<file path="config.mk">
export PLATFORM = sky130hd
export DESIGN_NAME = spi_regfile_sink
export DESIGN_NICKNAME = d
export VERILOG_FILES = /design/src/rtl/spi_sink_pkg.sv /design/src/rtl/spi_sync_edge.sv /design/src/rtl/spi_regfile_sink.sv
export SDC_FILE = /design/constraint.sdc
export NUM_CORES = 1
export LEC_CHECK = 0
export CELL_PAD_IN_SITES_DETAIL_PLACEMENT = 1
export CELL_PAD_IN_SITES_GLOBAL_PLACEMENT = 2
export CORE_ASPECT_RATIO = 1.2
export CORE_UTILIZATION = 41
export DETAILED_ROUTE_END_ITERATION = 12
export GPL_TIMING_DRIVEN = 0
export HOLD_SLACK_MARGIN = 0.12
export PLACE_DENSITY = 0.93
export SYNTH_ARGS = -nofsm -noshare
export SYNTH_HDL_FRONTEND = slang
export SYNTH_SLANG_ARGS = --single-unit
</file>
<file path="constraint.sdc">
create_clock -name clk -period 11 [get_ports clk]
set_clock_uncertainty 0.05 [all_clocks]
set_input_delay 3.3 -clock clk [delete_from_list [all_inputs] [get_ports clk]]
set_output_delay 3.3 -clock clk [all_outputs]
set_load 0.01 [all_outputs]
</file>
<file path="src/rtl/spi_sink_pkg.sv">
// Shared types and constants for the SPI register-file sink.
package spi_sink_pkg;

    typedef enum logic [2:0] {
        IDLE,
        OPCODE,
        ADDR,
        WRITE,
        READ,
        IGNORE
    } spi_sink_state_t;

    localparam logic [3:0] OPC_BASE_DEF = 4'b0100;
    localparam logic [7:0] REG_IODIRA   = 8'h00;
    localparam logic [7:0] REG_IODIRB   = 8'h01;
    localparam logic [7:0] REG_GPIOA    = 8'h12;
    localparam logic [7:0] REG_GPIOB    = 8'h13;

    function automatic logic in_range(input logic [7:0] a, input int n);
        return int'(a) < n;
    endfunction

endpackage

</file>
<file path="src/rtl/spi_sync_edge.sv">
// Multi-stage synchroniser for one asynchronous input plus single-cycle edge pulses.
module spi_sync_edge #(
    parameter int STAGES = 2
) (
    input  logic clk,
    input  logic rst,
    input  logic din,
    output logic level,
    output logic rise,
    output logic fall
);

    logic [STAGES-1:0] sync_q;
    logic              last_q;

    // Resets low so a CSN held low across reset never produces a falling edge.
    always_ff @(posedge clk or posedge rst) begin
        if (rst) begin
            sync_q <= '0;
            last_q <= 1'b0;
        end else begin
            sync_q <= {sync_q[STAGES-2:0], din};
            last_q <= sync_q[STAGES-1];
        end
    end

    assign level = sync_q[STAGES-1];
    assign rise  = level & ~last_q;
    assign fall  = ~level & last_q;

endmodule

</file>
<file path="src/rtl/spi_regfile_sink.sv">
// SPI mode-0 target emulating an MCP23S17-style register file with a fabric host port.
// Build option: define SPI_HW_ADDR_EN to require opcode bits [3:1] to match hw_addr_i.
//
// state  | meaning
// IDLE   | waiting for CSN falling edge
// OPCODE | shifting in the opcode byte
// ADDR   | shifting in the register address byte
// WRITE  | shifting in data bytes, writing each completed byte
// READ   | shifting out register bytes on SCLK falling edges
// IGNORE | frame rejected, waiting for CSN rising edge
module spi_regfile_sink
    import spi_sink_pkg::*;
#(
    parameter int         NUM_REGS    = 22,
    parameter int         SYNC_STAGES = 2,
    parameter int         SEQ_EN      = 1,
    parameter logic [3:0] OPC_BASE    = OPC_BASE_DEF
) (
    input  logic       clk,
    input  logic       rst,
    input  logic       sclk_i,
    input  logic       csn_i,
    input  logic       mosi_i,
    output logic       miso_o,
    output logic       miso_oe_o,
    input  logic [2:0] hw_addr_i,
    input  logic [7:0] host_addr_i,
    input  logic       host_we_i,
    input  logic [7:0] host_wdata_i,
    output logic [7:0] host_rdata_o,
    output logic       wr_stb_o,
    output logic [7:0] wr_addr_o,
    output logic [7:0] wr_data_o,
    output logic       busy_o
);

    localparam int         AW   = $clog2(NUM_REGS);
    localparam logic [7:0] LAST = 8'(NUM_REGS - 1);

    logic sclk_rise, sclk_fall, sclk_lvl_unused;
    logic csn_rise, csn_fall, csn_lvl_unused;
    logic mosi_s, mosi_rise_unused, mosi_fall_unused;

    spi_sync_edge #(.STAGES(SYNC_STAGES)) u_sync_sclk (
        .clk(clk), .rst(rst), .din(sclk_i),
        .level(sclk_lvl_unused), .rise(sclk_rise), .fall(sclk_fall)
    );
    spi_sync_edge #(.STAGES(SYNC_STAGES)) u_sync_csn (
        .clk(clk), .rst(rst), .din(csn_i),
        .level(csn_lvl_unused), .rise(csn_rise), .fall(csn_fall)
    );
    spi_sync_edge #(.STAGES(SYNC_STAGES)) u_sync_mosi (
        .clk(clk), .rst(rst), .din(mosi_i),
        .level(mosi_s), .rise(mosi_rise_unused), .fall(mosi_fall_unused)
    );

    spi_sink_state_t state;
    logic [2:0] bit_cnt;
    logic [6:0] shift_in;
    logic [7:0] shift_out;
    logic [7:0] ptr;
    logic [7:0] ptr_nxt;
    logic       opc_rd;
    logic       opc_ok;
    logic [7:0] rx_byte;
    logic [7:0] rd_rx;
    logic [7:0] rd_nxt;
    logic       spi_we;
    logic [7:0] regs [NUM_REGS];

    assign rx_byte = {shift_in, mosi_s};

`ifdef SPI_HW_ADDR_EN
    assign opc_ok = (rx_byte[7:4] == OPC_BASE) && (rx_byte[3:1] == hw_addr_i);
`else
    logic hw_addr_unused;
    assign hw_addr_unused = ^hw_addr_i;
    assign opc_ok = (rx_byte[7:4] == OPC_BASE);
`endif

    always_comb begin
        ptr_nxt = ptr;
        if (SEQ_EN != 0 && in_range(ptr, NUM_REGS))
            ptr_nxt = (ptr == LAST) ? 8'd0 : ptr + 8'd1;
    end

    always_comb begin
        rd_rx  = 8'h00;
        rd_nxt = 8'h00;
        if (in_range(rx_byte, NUM_REGS)) rd_rx  = regs[rx_byte[AW-1:0]];
        if (in_range(ptr_nxt, NUM_REGS)) rd_nxt = regs[ptr_nxt[AW-1:0]];
    end

    assign spi_we = (state == WRITE) && sclk_rise && !csn_rise && (bit_cnt == 3'd0)
                    && in_range(ptr, NUM_REGS);

    // SPI write is placed after the host write so it wins on a same-register collision.
    always_ff @(posedge clk or posedge rst) begin
        if (rst) begin
            for (int i = 0; i < NUM_REGS; i++)
                regs[i] <= (i == int'(REG_IODIRA) || i == int'(REG_IODIRB)) ? 8'hFF : 8'h00;
        end else begin
            if (host_we_i && in_range(host_addr_i, NUM_REGS))
                regs[host_addr_i[AW-1:0]] <= host_wdata_i;
            if (spi_we)
                regs[ptr[AW-1:0]] <= rx_byte;
        end
    end

    always_ff @(posedge clk or posedge rst) begin
        if (rst) begin
            host_rdata_o <= 8'h00;
        end else begin
            host_rdata_o <= in_range(host_addr_i, NUM_REGS) ? regs[host_addr_i[AW-1:0]] : 8'h00;
        end
    end

    always_ff @(posedge clk or posedge rst) begin
        if (rst) begin
            state     <= IDLE;
            bit_cnt   <= 3'd7;
            shift_in  <= '0;
            shift_out <= '0;
            ptr       <= '0;
            opc_rd    <= 1'b0;
            miso_o    <= 1'b0;
            miso_oe_o <= 1'b0;
            busy_o    <= 1'b0;
            wr_stb_o  <= 1'b0;
            wr_addr_o <= '0;
            wr_data_o <= '0;
        end else begin
            wr_stb_o <= 1'b0;
            if (csn_rise) begin
                state     <= IDLE;
                bit_cnt   <= 3'd7;
                miso_o    <= 1'b0;
                miso_oe_o <= 1'b0;
                busy_o    <= 1'b0;
            end else begin
                case (state)
                    IDLE: begin
                        if (csn_fall) begin
                            state   <= OPCODE;
                            bit_cnt <= 3'd7;
                        end
                    end
                    OPCODE: begin
                        if (sclk_rise) begin
                            shift_in <= rx_byte[6:0];
                            bit_cnt  <= bit_cnt - 3'd1;
                            if (bit_cnt == 3'd0) begin
                                if (opc_ok) begin
                                    state  <= ADDR;
                                    busy_o <= 1'b1;
                                    opc_rd <= rx_byte[0];
                                end else begin
                                    state <= IGNORE;
                                end
                            end
                        end
                    end
                    ADDR: begin
                        if (sclk_rise) begin
                            shift_in <= rx_byte[6:0];
                            bit_cnt  <= bit_cnt - 3'd1;
                            if (bit_cnt == 3'd0) begin
                                ptr <= rx_byte;
                                if (opc_rd) begin
                                    shift_out <= rd_rx;
                                    miso_oe_o <= 1'b1;
                                    state     <= READ;
                                end else begin
                                    state <= WRITE;
                                end
                            end
                        end
                    end
                    WRITE: begin
                        if (sclk_rise) begin
                            shift_in <= rx_byte[6:0];
                            bit_cnt  <= bit_cnt - 3'd1;
                            if (bit_cnt == 3'd0) begin
                                if (in_range(ptr, NUM_REGS)) begin
                                    wr_stb_o  <= 1'b1;
                                    wr_addr_o <= ptr;
                                    wr_data_o <= rx_byte;
                                end
                                ptr <= ptr_nxt;
                            end
                        end
                    end
                    READ: begin
                        if (sclk_fall) begin
                            miso_o  <= shift_out[7];
                            bit_cnt <= bit_cnt - 3'd1;
                            if (bit_cnt == 3'd0) begin
                                ptr       <= ptr_nxt;
                                shift_out <= rd_nxt;
                            end else begin
                                shift_out <= {shift_out[6:0], 1'b0};
                            end
                        end
                    end
                    IGNORE: begin
                        miso_oe_o <= 1'b0;
                        busy_o    <= 1'b0;
                    end
                    default: state <= IDLE;
                endcase
            end
        end
    end

endmodule

</file>
==> results.md, run 1 <==
- Outcome: finished with violations
- Failing checks: max-capacitance violations, max-slew violations
- Post-synthesis compound-gate area fraction: 13.7%
- GRT Max-Usage Layer: met2
- Max-Cap Viols: 1
- Clock sinks: 242
- Cts hold-fix bufs: 0
- FMAX: 0.163 GHz
- Row cnt: 78
- Final Wtd Congestion: 1.06
- Fin crit share: 55.6%
- Post_cts resized: 0
- Via count: 15200
- Postcts setup bufs: 0
- Min-Delay Startpoint: u_sync_sclk.sync_q[0]
- Asr flop ratio synth: 100%
- RSZ-0062 raised after global routing: no
- Initial antenna violation count: 4
- Post-Route WL: 76.0 mm
- Final antenna-violating net count: 0
- Met1 Use GR: 47.0%
- DR vias/cell: 6.75
- Fin nets: 1776
- Die Footprint: 39700 um^2
- Dpl cells: 2195
- Crit-path max FO: 10
- Minimum clock period: 6.12 ns
- Vias in the first global route: 15500
- Wire length per cell: 33.8 um
- Clock transition at path regs: 0.06 ns
- Crit Path Class: in2reg
- Synthesized area per cell: 9.56 um^2
- Slew margin rel.: -5.04%
- Hold Path Depth: 0
- Largest family of logic cells by synthesized area: multiplexers
- Worst slew pin tran: 1.56 ns
- PortBufs: 46
- Latest clock arrival within the worst-skew pair: 0.61 ns
- Startpoint Class: primary input
- Clock buffer depth: 3
- Post-Synthesis Cells: 1668
- Crit. End Element: register
- Ys Warns: 0
- Worst EP arrival: 6.47 ns
- First-pass GRT wire length: 109 mm
- Worst reg2reg path depth: 12
- Met3 Use GR: 8.75%
- WP data required: 11.36 ns
- Util after Layout: 47.2%
- Multi-input logic area: 9180 um^2
- Worst reg-to-reg setup slack: 6.91 ns
- Share of cells above drive strength 1: 14.2%
- Number of hold violations in the final report: 0
- Post-synthesis mux area share: 28.0%
- TritonCTS Buffers: 27
- Core area: 38100 um^2
- GR Util met2: 60.6%
- Net count after synthesis: 1700
- Max Slew Vio Count: 11
- Post-Synth Adder-Cell Area: 0.612%
- Root buf cell: clkbuf_16
- Die Span Y: 218 um
- DR iter-0 viols: 1680
- VDD IR max: 0.124 mV
- Synth Area in Simple Gates: 15.1%
- DP HPWL: 55.9 mm
- Layout area overhead: 12.8%
- Fillers: 4364
- Ys flop type: dfrtp_1
- Hold Path Class: reg2reg
- Initial Util: 41.9%
- Gr ovfl total: 0
- Layout Cells excl Fill: 2247
- Post-synthesis cell area: 15900 um^2
- Register area: 6080 um^2
- Tot Pwr: 2.87 mW
- WHS Endpoint: u_sync_sclk.sync_q[1]
- Largest net degree at the start of global routing: 125
- DR DRC count: 0
- FF+latch count, synth: 242
- Distinct cells, synth: 70
- Htree depth: 1
- Sequential cell area fraction in the yosys report: 38.1%
- # setup viols final: 0
- Post-synth EDFFs: 0
- CTS tree: built
- Die X-Extent: 182 um
- LEAKAGE: 7.37 nW
- IO Pins: 53
- Xor and xnor area share after synthesis: 0.157%
- TritonRoute pass-1 iters: 9
- Critical R2R Capture: regs[15]
- Total GRT Usage: 38.9%
- Crit Reg-Reg Startpoint: bit_cnt[0]
- PwrDens: 160 nW/um^2
cell families (layout without fill, tap and decap cells):
| logic type | after synthesis | after routing |
|---|---|---|
| adders and majority gates | 8 | 8 |
| other | 0 | 2 |
| DFF | 242 | 242 |
| muxes | 338 | 338 |
| xor gates and xnor gates | 2 | 2 |
| AOI/OAI and AO/OA | 359 | 359 |
| and+or+nand+nor | 560 | 560 |
| buffers and inverters | 159 | 256 |
metrics by stage:
step	hold slack (ns)	setup slack [ns]	setup TNS [ns]	cell area, um^2
finish	0.307	4.88	0	18000
global route	0.315	4.85	0	18000
CTS	0.311	5.04	0	18000
detailed placement	0.288	4.48	0	17000
global placement	0.290	-2.40	-527.41	17000
floorplan	0.281	1.04	0	15900
layout by cell type (no fill, tap or decap), types with 5 or more instances in the layout:
cell / count
clkbuf_16: 27
a211oi_1: 5
dfstp_2: 19
nor3_1: 13
a22oi_1: 28
nor2b_1: 7
nand2_1: 200
buf_4: 5
a21oi_1: 215
mux2i_1: 218
clkinvlp_4: 8
inv_1: 17
dfrtp_1: 223
clkdlybuf4s50_1: 46
buf_1: 15
a31oi_1: 21
nor2_2: 6
nand3_1: 71
o21ai_0: 28
and2_1: 10
and3_1: 8
mux2_2: 37
nor2_1: 215
o31a_1: 5
ha_1: 7
clkbuf_1: 90
nand2b_1: 6
buf_2: 27
mux4_2: 83
critical path: stages:
cell and delay [ns]:
clkdlybuf4s50_1 0.41, nor3_1 0.24, o21ai_2 0.20, nor3b_1 0.72
and2_0 0.21, clkbuf_1 0.44, nand2_1 0.53, mux2i_1 0.31
a21oi_1 0.10
Yosys cell counts, types with 7 or more instances:
master | instances | area (um^2)
a21oi_1 | 215 | 1080
a22oi_1 | 28 | 210
a31oi_1 | 21 | 131
and2_1 | 10 | 62.6
and3_1 | 8 | 50.1
buf_1 | 15 | 56.3
buf_2 | 27 | 135
clkbuf_1 | 89 | 334
dfrtp_1 | 223 | 5580
dfstp_2 | 19 | 499
ha_1 | 7 | 87.6
inv_1 | 18 | 67.6
mux2_2 | 37 | 417
mux2i_1 | 218 | 2180
mux4_2 | 83 | 1870
nand2_1 | 200 | 751
nand3_1 | 71 | 355
nor2_1 | 215 | 807
nor2b_1 | 7 | 43.8
nor3_1 | 13 | 65.1
o21ai_0 | 28 | 140
per-layer routing:
| layer | routed length (um) | vias up |
|---|---|---|
| met4 | 6320 | 4 |
| met5 | 29 | - |
| met3 | 6940 | 311 |
| met2 | 34600 | 901 |
| li1 | - | 6218 |
| met1 | 28200 | 7726 |
final cells by class:
cell class	instances	area share (%)
Antenna cell	2	0.0278
Buffer	140	3.38
Clock buffer	31	4.01
Clock inverter	19	1.18
Inverter	19	0.439
Multi-Input combinational cell	1267	51.1
Sequential cell	242	33.8
Tap cell	480	3.34
Timing Repair Buffer	47	2.71
sequential cells by signal (all words and copies together) (netlist names), 3 cells and up:
signal / count
bit_cnt: 3
host_rdata_o: 8
ptr: 8
regs: 176
shift_in: 7
shift_out: 8
state: 3
wr_addr_o: 8
wr_data_o: 8
worst max-delay path by stage:
| stage | startpoint | to | slack, ns |
|---|---|---|---|
| finish | host_addr_i[6] | regs[101] | 4.88 |
| global route | host_addr_i[6] | regs[35] | 4.85 |
| CTS | host_addr_i[6] | regs[101] | 5.04 |
| detailed placement | host_addr_i[7] | regs[101] | 4.48 |
| global placement | rst | regs[13] | -2.40 |
| floorplan | rst | busy_o | 1.04 |
power by group:
part | switching [mW] | internal [mW] | total, mW
combinational | 0.627 | 0.246 | 0.873
sequential | 0.0705 | 0.952 | 1.02
clock | 0.432 | 0.546 | 0.978
total | 1.13 | 1.74 | 2.87
No activity file was read; power rests on OpenSTA's default activity.
==> run 2, diff against run 1 <==
--- a/config.mk
+++ b/config.mk
@@ -8,11 +8,11 @@
 export CELL_PAD_IN_SITES_DETAIL_PLACEMENT = 1
 export CELL_PAD_IN_SITES_GLOBAL_PLACEMENT = 2
 export CORE_ASPECT_RATIO = 1.2
-export CORE_UTILIZATION = 41
+export CORE_UTILIZATION = 37
 export DETAILED_ROUTE_END_ITERATION = 12
 export GPL_TIMING_DRIVEN = 0
 export HOLD_SLACK_MARGIN = 0.12
-export PLACE_DENSITY = 0.93
+export PLACE_DENSITY = 0.89
 export SYNTH_ARGS = -nofsm -noshare
 export SYNTH_HDL_FRONTEND = slang
 export SYNTH_SLANG_ARGS = --single-unit
==> constraint.sdc (replaced) <==
create_clock -name clk -period 5.05 [get_ports clk]
set_clock_uncertainty 0.05 [all_clocks]
set_input_delay 1.515 -clock clk [delete_from_list [all_inputs] [get_ports clk]]
set_output_delay 1.515 -clock clk [all_outputs]
set_load 0.01 [all_outputs]
==> results.md, run 2 (synthesized netlist as in run 1, its figures left out) <==
- CTS tree: built
- Cts hold-fix bufs: 0
- Initial antenna violation count: 3
- Largest net degree at the start of global routing: 42
- Die Span Y: 229 um
- Multi-input logic area: 9190 um^2
- Util after Layout: 43.2%
- Share of cells above drive strength 1: 14.4%
- Fillers: 4793
- Clock transition at path regs: 0.06 ns
- Final Wtd Congestion: 1.04
- Worst reg2reg path depth: 11
- Minimum clock period: 4.93 ns
- RSZ-0062 raised after global routing: no
- IO Pins: 53
- Worst EP arrival: 5.25 ns
- Post_cts resized: 0
- Slew margin rel.: 6.72%
- Fin nets: 1783
- Outcome: finished clean
- First-pass GRT wire length: 116 mm
- Layout area overhead: 14.3%
- PortBufs: 46
- # setup viols final: 0
- Clock sinks: 242
- Most flop-heavy register: regs
- PwrDens: 354 nW/um^2
- Latest clock arrival within the worst-skew pair: 0.58 ns
- Initial Util: 37.8%
- Startpoint Class: primary input
- TritonCTS Buffers: 29
- Crit. End Element: register
- Max-Cap Viols: 0
- Hold Path Depth: 0
- Row cnt: 82
- Max reg flops: 176
- Crit Path Class: in2reg
- FMAX: 0.203 GHz
- Post-Route WL: 82.1 mm
- WP data required: 5.38 ns
- Root buf cell: clkbuf_16
- DR vias/cell: 6.58
- Hold Path Class: reg2reg
- Wire length per cell: 35.4 um
- Crit-path max FO: 10
- LEAKAGE: 7.47 nW
- Postcts setup bufs: 0
- Register area: 6080 um^2
- Via count: 15200
- Vias in the first global route: 15700
- Max Slew Vio Count: 0
- Final antenna-violating net count: 0
- Hold WS: 0.294 ns
- Commonest non-fill, non-tap cell in the layout: dfrtp_1
- Gr ovfl total: 0
- Total GRT Usage: 37.9%
- TritonRoute pass-1 iters: 5
- VDD IR max: 0.330 mV
- Fin crit share: 97.6%
- Number of hold violations in the final report: 0
- DR DRC count: 0
- Worst slew pin tran: 1.39 ns
- DR iter-0 viols: 1660
- Die Footprint: 43900 um^2
- Commonest non-fill, non-tap cells in the layout: 223 x dfrtp_1, 218 x mux2i_1, 215 x nor2_1, 215 x a21oi_1, 200 x nand2_1
- Tot Pwr: 6.44 mW
- Die X-Extent: 191 um
- Htree depth: 1
- Clock buffer depth: 3
- Core area: 42200 um^2
- DP HPWL: 60.2 mm
run 2: cell count changes in the layout (fill, tap and decap cells not counted), sizes merged:
cell	delta
inv	-2
bufinv	+2
clkinv	+2
buf	+5
clkbuf	+4
clkinvlp	-6
run 2: power by group:
part	switching [mW]	internal [mW]	total (mW)	leakage, nW
logic	1.41	0.543	1.96	4.52
clock network	0.912	1.34	2.26	0.491
registers	0.150	2.07	2.23	2.45
total	2.48	3.96	6.44	7.47
run 2: through the flow:
| stage | TNS, ns | area, um^2 | cells | worst slack, ns |
|---|---|---|---|---|
| 6_report | 0 | 18200 | 2318 | 0.123 |
| 5_1_grt | 0 | 18200 | 2316 | 0.313 |
| 4_1_cts | 0 | 18200 | 2316 | 0.388 |
| 3_5_place_dp | -0.645 | 17200 | 2266 | -0.186 |
| 3_3_place_gp | -401.34 | 17100 | 2260 | -1.79 |
| 2_1_floorplan | 0 | 15900 | 1668 | 0.325 |
run 2: worst paths after layout:
check	start	endpoint	slack, ns
max reg2reg	ptr[1]	shift_out[4]	1.01
max	host_addr_i[1]	host_rdata_o[2]	0.12
min	u_sync_mosi.sync_q[0]	u_sync_mosi.sync_q[1]	0.29
min reg2reg	u_sync_mosi.sync_q[0]	u_sync_mosi.sync_q[1]	0.29
min in group asynchronous	rst	wr_addr_o[0]	1.37
max in group asynchronous	rst	bit_cnt[1]	2.60
run 2: layout make-up:
cell class	instances	area share, %
repair buffers	52	3.19
plain buffers	140	3.34
well taps	546	3.75
clock buffers	35	4.27
multi-input cells	1267	50.5
clock inverters	15	1.17
inverters	19	0.412
diodes	2	0.0275
flip-flops and latches	242	33.4
run 2: worst max-delay path, cell delays in order:
cell	delay, ns
clkbuf_1	0.54
clkbuf_1	0.80
clkbuf_1	1.03
nor2_1	0.56
a22oi_1	0.54
a31oi_1	0.24
run 2: layer usage:
| metal | share of wire [%] | global-route usage (%) | vias to the layer above |
|---|---|---|---|
| met5 | 0.016 | 0 | - |
| met4 | 9.0 | 28.5 | 2 |
| met3 | 8.7 | 7.97 | 323 |
| met2 | 45 | 59.1 | 916 |
| met1 | 37 | 45.8 | 7793 |
| li1 | - | - | 6212 |
